**src/rtl/pwm_multi_driver.sv**
```systemverilog
// pwm_multi_driver: multi-channel PWM generator with a shared prescaler and
// period counter, edge- or center-aligned counting, and double-buffered
// duty/period/mode registers that only change at a period boundary.
module pwm_multi_driver #(
  parameter int NUM_CH   = 4,
  parameter int WIDTH    = 8,
  parameter int PRESCALE = 100,
  parameter int CH_W     = (NUM_CH > 1) ? $clog2(NUM_CH) : 1
) (
  input  logic              clk,
  input  logic              reset_n,
  input  logic              cfg_we,
  input  logic [CH_W-1:0]   cfg_ch,
  input  logic [WIDTH-1:0]  cfg_duty,
  input  logic              period_we,
  input  logic [WIDTH-1:0]  period_value,
  input  logic              center_mode,
  input  logic [NUM_CH-1:0] ch_enable,
  output logic [NUM_CH-1:0] pwm_out,
  output logic              period_tick
);

  localparam int PS_W = (PRESCALE > 1) ? $clog2(PRESCALE) : 1;
  localparam logic [PS_W-1:0]  PS_LAST  = PS_W'(PRESCALE - 1);
  localparam logic [WIDTH-1:0] TOP_RST  = '1;
  localparam logic [WIDTH-1:0] DUTY_RST = WIDTH'(1) << (WIDTH - 1);

  typedef enum logic {
    DIR_UP   = 1'b0,
    DIR_DOWN = 1'b1
  } dir_e;

  logic [PS_W-1:0]   presc_q, presc_d;
  logic [WIDTH-1:0]  cnt_q, cnt_d;
  dir_e              dir_q, dir_d;
  logic [WIDTH-1:0]  top_pend_q, top_pend_d;
  logic [WIDTH-1:0]  top_act_q, top_act_d;
  logic              mode_pend_q, mode_pend_d;
  logic              mode_act_q, mode_act_d;
  logic [WIDTH-1:0]  duty_pend_q [NUM_CH];
  logic [WIDTH-1:0]  duty_pend_d [NUM_CH];
  logic [WIDTH-1:0]  duty_act_q  [NUM_CH];
  logic [WIDTH-1:0]  duty_act_d  [NUM_CH];
  logic [NUM_CH-1:0] pwm_q, pwm_d;
  logic              period_tick_q, period_tick_d;
  logic              tick;
  logic              boundary;

  // Prescaler: wraps after PRESCALE cycles; the wrap cycle is the tick.
  always_comb begin
    tick    = (presc_q == PS_LAST);
    presc_d = tick ? '0 : presc_q + PS_W'(1);
  end

  // Counter and direction: advance on tick, detect the boundary (next count is 0).
  always_comb begin
    cnt_d    = cnt_q;
    dir_d    = dir_q;
    boundary = 1'b0;
    if (tick) begin
      if (top_act_q == '0) begin
        boundary = 1'b1;
      end else if (!mode_act_q) begin
        if (cnt_q >= top_act_q) begin
          boundary = 1'b1;
        end else begin
          cnt_d = cnt_q + WIDTH'(1);
        end
      end else if (dir_q == DIR_UP) begin
        if (cnt_q >= top_act_q) begin
          dir_d = DIR_DOWN;
          cnt_d = top_act_q - WIDTH'(1);
          if (top_act_q == WIDTH'(1)) begin
            boundary = 1'b1;
          end
        end else begin
          cnt_d = cnt_q + WIDTH'(1);
        end
      end else begin
        if (cnt_q <= WIDTH'(1)) begin
          boundary = 1'b1;
        end else begin
          cnt_d = cnt_q - WIDTH'(1);
        end
      end
      if (boundary) begin
        cnt_d = '0;
        dir_d = DIR_UP;
      end
    end
  end

  // Pending/active buffers: writes land in pending, and a boundary copies the
  // pending value (including a write in that same cycle) into the active set.
  always_comb begin
    top_pend_d  = period_we ? period_value : top_pend_q;
    mode_pend_d = center_mode;
    top_act_d   = boundary ? top_pend_d : top_act_q;
    mode_act_d  = boundary ? mode_pend_d : mode_act_q;
    for (int i = 0; i < NUM_CH; i++) begin
      duty_pend_d[i] = (cfg_we && (cfg_ch == CH_W'(i))) ? cfg_duty : duty_pend_q[i];
      duty_act_d[i]  = boundary ? duty_pend_d[i] : duty_act_q[i];
    end
  end

  // Compare against the next counter/duty so outputs line up with period_tick.
  always_comb begin
    pwm_d = '0;
    for (int i = 0; i < NUM_CH; i++) begin
      pwm_d[i] = ch_enable[i] & (cnt_d < duty_act_d[i]);
    end
    period_tick_d = boundary;
  end

  // Timebase registers: prescaler, counter and direction.
  always_ff @(posedge clk or negedge reset_n) begin
    if (!reset_n) begin
      presc_q <= '0;
      cnt_q   <= '0;
      dir_q   <= DIR_UP;
    end else begin
      presc_q <= presc_d;
      cnt_q   <= cnt_d;
      dir_q   <= dir_d;
    end
  end

  // Configuration registers: pending and active copies of top, mode and duty.
  always_ff @(posedge clk or negedge reset_n) begin
    if (!reset_n) begin
      top_pend_q  <= TOP_RST;
      top_act_q   <= TOP_RST;
      mode_pend_q <= 1'b0;
      mode_act_q  <= 1'b0;
      for (int i = 0; i < NUM_CH; i++) begin
        duty_pend_q[i] <= DUTY_RST;
        duty_act_q[i]  <= DUTY_RST;
      end
    end else begin
      top_pend_q  <= top_pend_d;
      top_act_q   <= top_act_d;
      mode_pend_q <= mode_pend_d;
      mode_act_q  <= mode_act_d;
      for (int i = 0; i < NUM_CH; i++) begin
        duty_pend_q[i] <= duty_pend_d[i];
        duty_act_q[i]  <= duty_act_d[i];
      end
    end
  end

  // Output registers: PWM compare results and the boundary pulse.
  always_ff @(posedge clk or negedge reset_n) begin
    if (!reset_n) begin
      pwm_q         <= '0;
      period_tick_q <= 1'b0;
    end else begin
      pwm_q         <= pwm_d;
      period_tick_q <= period_tick_d;
    end
  end

  assign pwm_out     = pwm_q;
  assign period_tick = period_tick_q;

endmodule
```
**config.mk**
```make
export PLATFORM = sky130hd
export DESIGN_NAME = pwm_multi_driver
export DESIGN_NICKNAME = d
export VERILOG_FILES = /design/src/rtl/pwm_multi_driver.sv
export SDC_FILE = /design/constraint.sdc
export NUM_CORES = 1
export LEC_CHECK = 0
export CAP_MARGIN = 10
export CELL_PAD_IN_SITES_DETAIL_PLACEMENT = 0
export CELL_PAD_IN_SITES_GLOBAL_PLACEMENT = 1
export CORE_MARGIN = 1.5
export CORE_UTILIZATION = 43
export CTS_CLUSTER_SIZE = 40
export DETAILED_ROUTE_END_ITERATION = 8
export PLACE_DENSITY_LB_ADDON = 0.1
export SLEW_MARGIN = 10
export SYNTH_ARGS = -nofsm -noshare
export SYNTH_HDL_FRONTEND = slang
export SYNTH_SLANG_ARGS = --single-unit
export TNS_END_PERCENT = 30
```
**constraint.sdc**
```tcl
create_clock -name clk -period 3.86 [get_ports clk]
set_input_delay 0.579 -clock clk [delete_from_list [all_inputs] [get_ports clk]]
set_output_delay 0.579 -clock clk [all_outputs]
set_load 0.1 [all_outputs]
```
-- Word level (Yosys, flattened, before mapping)
Cells that the tools add are included.
- add/subtract/negate cells: 4
- $lt $le $gt $ge: 6
- eq/ne operators: 6
- muxes and demuxes: 31
- bitwise logic cells: 4
- reduce and logical (&&, ||, !) cells: 8
- operators by type and width (cell ; count):
    two-way mux 8 bit ; 17
    < comparator 8 bit ; 4
    subtractor 8 x 1 -> 8 bit (second input constant) ; 2
    two-way mux 1 bit ; 13
    adder 8 x 1 -> 8 bit (second input constant) ; 1
    equality test 8 x 1 -> 1 bit (second input constant) ; 1
    greater-or-equal comparator 8 bit ; 1
    less-or-equal comparator 8 x 1 -> 1 bit (second input constant) ; 1
    logical NOT 8 bit ; 1
    adder 7 x 1 -> 7 bit (second input constant) ; 1
    equality test 7 bit (second input constant) ; 1
    two-way mux 7 bit ; 1
    bitwise AND 1 bit ; 4
    equality test 2 bit (second input constant) ; 2
    logical AND 1 bit ; 4
    AND reduction 3 bit ; 1
    equality test 2 x 1 -> 1 bit (second input constant) ; 1
    logical NOT 2 bit ; 1
    inequality test 2 x 1 -> 1 bit (second input constant) ; 1
    nonzero test 2 bit ; 1
- bits in registers: 102
- input port bits: 27
- output and inout bits: 5

-- Longest topological paths before layout
- word-level depth: 11
- depth in mapped cells: 19
- depth with buffers taken out: 17

-- Worst setup path before layout
OpenSTA, ideal clock, no wires.
- path type: reg-to-reg
- start point: register top_act_q[2]
- end point: register pwm_q[1] (netlist: pwm_out[1])
- arrival: 3871 ps
- required time: 3777 ps
- setup slack: -94 ps
- cell stages (with the launch flop): 19
- period minus slack after synthesis: 3954 ps
- cells stage by stage: dfstp_2 > inv_1 > ha_1 > a21o_1 > a31oi_1 > o211a_1 > buf_4 > clkbuf_1 > nor2_1 > o221ai_1 > o211ai_1 > a21oi_1 > ha_1 > a21o_1 > a21oi_1 > nor2_1 > a2111oi_0 > o2111ai_1 > o21ai_0
- word-level cells in the longest chain between the ends: 11
- RTL lines (what ; line ; RTL):
    from (decl) ; 37 ; logic [WIDTH-1:0] top_act_q, top_act_d;
    from (signal assigned) ; 141 ; top_act_q <= top_act_d;
    parallel branches: the longest is 7 deep, another holds greater-or-equal comparator 8 bit ; - ;
    two-way mux 8 bit (*) ; 86 ; if (boundary) begin
    two-way mux 8 bit (*) ; 60 ; if (tick) begin
    net cnt_d[3] ; 34 ; logic [WIDTH-1:0] cnt_q, cnt_d;
    < comparator 8 bit (*) ; 110 ; pwm_d[i] = ch_enable[i] & (cnt_d < duty_act_d[i]);
    bitwise AND 1 bit (*) ; 110 ;
    net pwm_d[1] ; 44 ; logic [NUM_CH-1:0] pwm_q, pwm_d;
    to (signal assigned) ; 157 ; pwm_q <= pwm_d;
    to (decl) ; 44 ;
Mark *: on every way through the listed nets, which the timed path passes. The select of a mux whose other input is x is not followed.
A chain may end at the register's enable or synchronous reset.

-- Worst setup path after layout
- start point: register top_act_q[6]
- end point: register pwm_q[3] (netlist: pwm_out[3])
Same word-level chain as after synthesis.

==> results.toml <==
[run_status]
run_status = "finished clean"

[global_routing]
globalRouteMet3Util = 0.0410
grt_max_degree = 52
grt_antenna_before_repair = 0
grt_usage = 0.228
busiest_layer = "met2"
use_met1 = 0.284
grt_pass1_vias = 4648
grt_pass1_wl_um = 24600
met2_usage = 0.396
overflow = 0

[pwr]
vdd_drop_max_mv = 0.226
switchingPower_mw = 0.572
cellLeakagePower_nw = 3.53
p_int_mw = 1.76
power.density_mw_per_mm2 = 323
p_seq_frac = 0.503
clkPwrFrac = 0.408
swShare = 0.245
pwr-share-comb = 0.089

[sta]
setup_ws_ns = 0.0739
final_hold_viol_count = 0
finalMaxSlewViolations = 0
fin_hold_ws_ns = 0.274
max_freq_ghz = 0.264
finalCriticalPeriod_ns = 3.79
max_slew_margin = 0.350
fin_crit_sh = 0.981
finClkSkew_ns = 0.0143
tightestPinTransition_ns = 0.972
rsz0062_at_grt = "yes"
finalSetupViolCount = 0

[floorplan]
die_w_um = 118
core_area_mm2 = 0.0128
num_rows = 41
dieHeight_um = 118
dieArea_mm2 = 0.0140
io_pins = 32
start_util = 0.448

[clock_tree]
cts_buffers = 9
cts_root_buffer = "clkbuf_16"
cts_sinks = 102
h-tree-depth = 3
path_clk_slew_ns = 0.07
cts_tree = "done"
postCtsHoldBufs = 0
clock_path_buffers = 2
clk_latency_ns = 0.36

[finish]
final_common_cell = "dfrtp_1"
multi_input_area_mm2 = 0.00304
final_nets = 735
fin_area_mm2 = 0.00722
antenna_cells = 0
fin_util = 0.566
nFillCells = 1141
mostFrequentLayoutCells = "dfrtp_1, nand2_1, buf_4"
seqCellArea_mm2 = 0.00258
drive_above_1_share = 0.254
area.growth.synth_to_final_pct = 26.4

[setup_path]
reg2reg_slack_ns = 0.07
r2r_end = "pwm_out[3]"
critPathKind = "reg -> reg"
required_ns = 4.14
r2r_start = "top_act_q[6]"
cp.arrival_ns = 4.07
rr_worst_depth = 18
path_max_fanout = 4
start_kind = "flip-flop"
endpoint_kind = "flip-flop"

[yosys]
syn-num-nets = 650
syn_avg_cell_area_um2 = 9.86
synthArstFlopShare = 1.00
synthCells = 580
synth_ff_type = "dfrtp_1"
ys_seq_area_frac = 0.452
synth.cell_area_mm2 = 0.00572
ys_types = 59
synth_edf_count = 0
yosys_warnings = 0
ys_ff_latch = 102

[route]
drt-vias-per-instance = 5.49
drt_wl_total_um = 15800
via_count = 4623
route.detailed.drc = 0
drt_iter0_drc = 222
wl_per_cell_um = 18.7
firstDrtPassIters = 4
detail-route-antenna-nets = 0

[placed_design]
placed_area_mm2 = 0.00651
place_congestion = 0.919
io_buffers = 31
hpwl_um = 11300
pre_cts_slack_ns = -0.236

[worst_hold_path]
hold_class = "in -> async"

[run]
cap_violations = 0
==> Yosys cell counts (all sizes together) (13+ instances only) <==
library cell   n  area share
a21boi        28       0.037
nand2         67       0.044
dfrtp         78        0.34
ha            43       0.094
a21oi         19       0.017
clkbuf        13      0.0085
inv           51       0.033
nand3         13       0.011
nor2          25       0.016
mux2i         34       0.060
buf           15       0.014
o21ai         54       0.047
dfstp         24        0.11
xnor2         16       0.025
==> state kept, by name, indices dropped and copies added (netlist names) <==
name,cells
duty_act_q,32
duty_pend_q,32
cnt_q,8
top_act_q,8
top_pend_q,8
presc_q,7
pwm_out,4
dir_q,1
mode_act_q,1
period_tick,1
==> critical path: stages, from the launching register on <==
cell and delay [ns]:
dfstp_2 0.59, inv_4 0.06, ha_4 0.21, a21o_1 0.19, a21oi_2 0.20, o211ai_2 0.15, or4_1 0.55, a21oi_2 0.15
a31oi_1 0.07, o21ai_2 0.21, buf_6 0.15, ha_1 0.25, a21oi_2 0.13, nor2b_1 0.05, o21ai_0 0.14, nand4b_1 0.20
nor3_2 0.14, o221ai_1 0.12, o22ai_1 0.14
==> routing by layer <==
layer / part of all wire / vias to the layer above
li1: - / 2201
met1: 0.44 / 2305
met2: 0.50 / 95
met3: 0.036 / 22
met4: 0.024 / 0
met5: 0 / -
==> final cells by class <==
cell class	instances	share of cell area
well taps	172	0.0298
inverters	52	0.0277
clock buffers	11	0.0336
flip-flops and latches	102	0.357
clock inverters	5	0.00883
repair buffers	102	0.122
multi-input cells	398	0.421
==> through the flow <==
step,cells,setup TNS (ns),power (mW)
final,842,0,2.33
after global placement,805,-0.264,1.39
after floorplan,580,0,1.30
after detailed placement,805,-0.714,1.40
after CTS,826,-0.000958,2.35
after global routing,842,-0.279,2.43
==> power by group through the flow <==
stage	Clock (mW)	Sequential (mW)	Combinational, mW
global placement	0	1.19	0.197
detailed placement	0	1.19	0.205
CTS	0.974	1.17	0.207
finish	0.952	1.17	0.207
floorplan	0	1.20	0.0992
global route	1.02	1.18	0.231
==> worst max-delay path by stage <==
stage | depth (start not counted) | start | endpoint
after global placement | 18 | top_act_q[2] | pwm_out[1]
after detailed placement | 18 | top_act_q[2] | pwm_out[1]
after floorplan | 18 | top_act_q[2] | pwm_out[1]
after global routing | 18 | top_act_q[6] | pwm_out[3]
after CTS | 18 | top_act_q[4] | pwm_out[3]
final | 18 | top_act_q[6] | pwm_out[3]
==> cell families after synthesis <==
kind of cell / Yosys count / synth area share
adders and majority gates: 43 / 0.0941
muxes: 44 / 0.0792
buffers and inverters: 80 / 0.0571
AOI/OAI and AO/OA: 152 / 0.172
xor gates and xnor gates: 19 / 0.0291
and+or+nand+nor: 140 / 0.116
DFF: 102 / 0.452
==> repair_timing <==
action,in CTS,in global routing
gates cloned,0,2
pin swaps,6,20
setup buffers,5,15
resized for setup,16,46
endpoints found under the setup margin,4,4
Note: power is estimated with default switching activity, not from simulation.
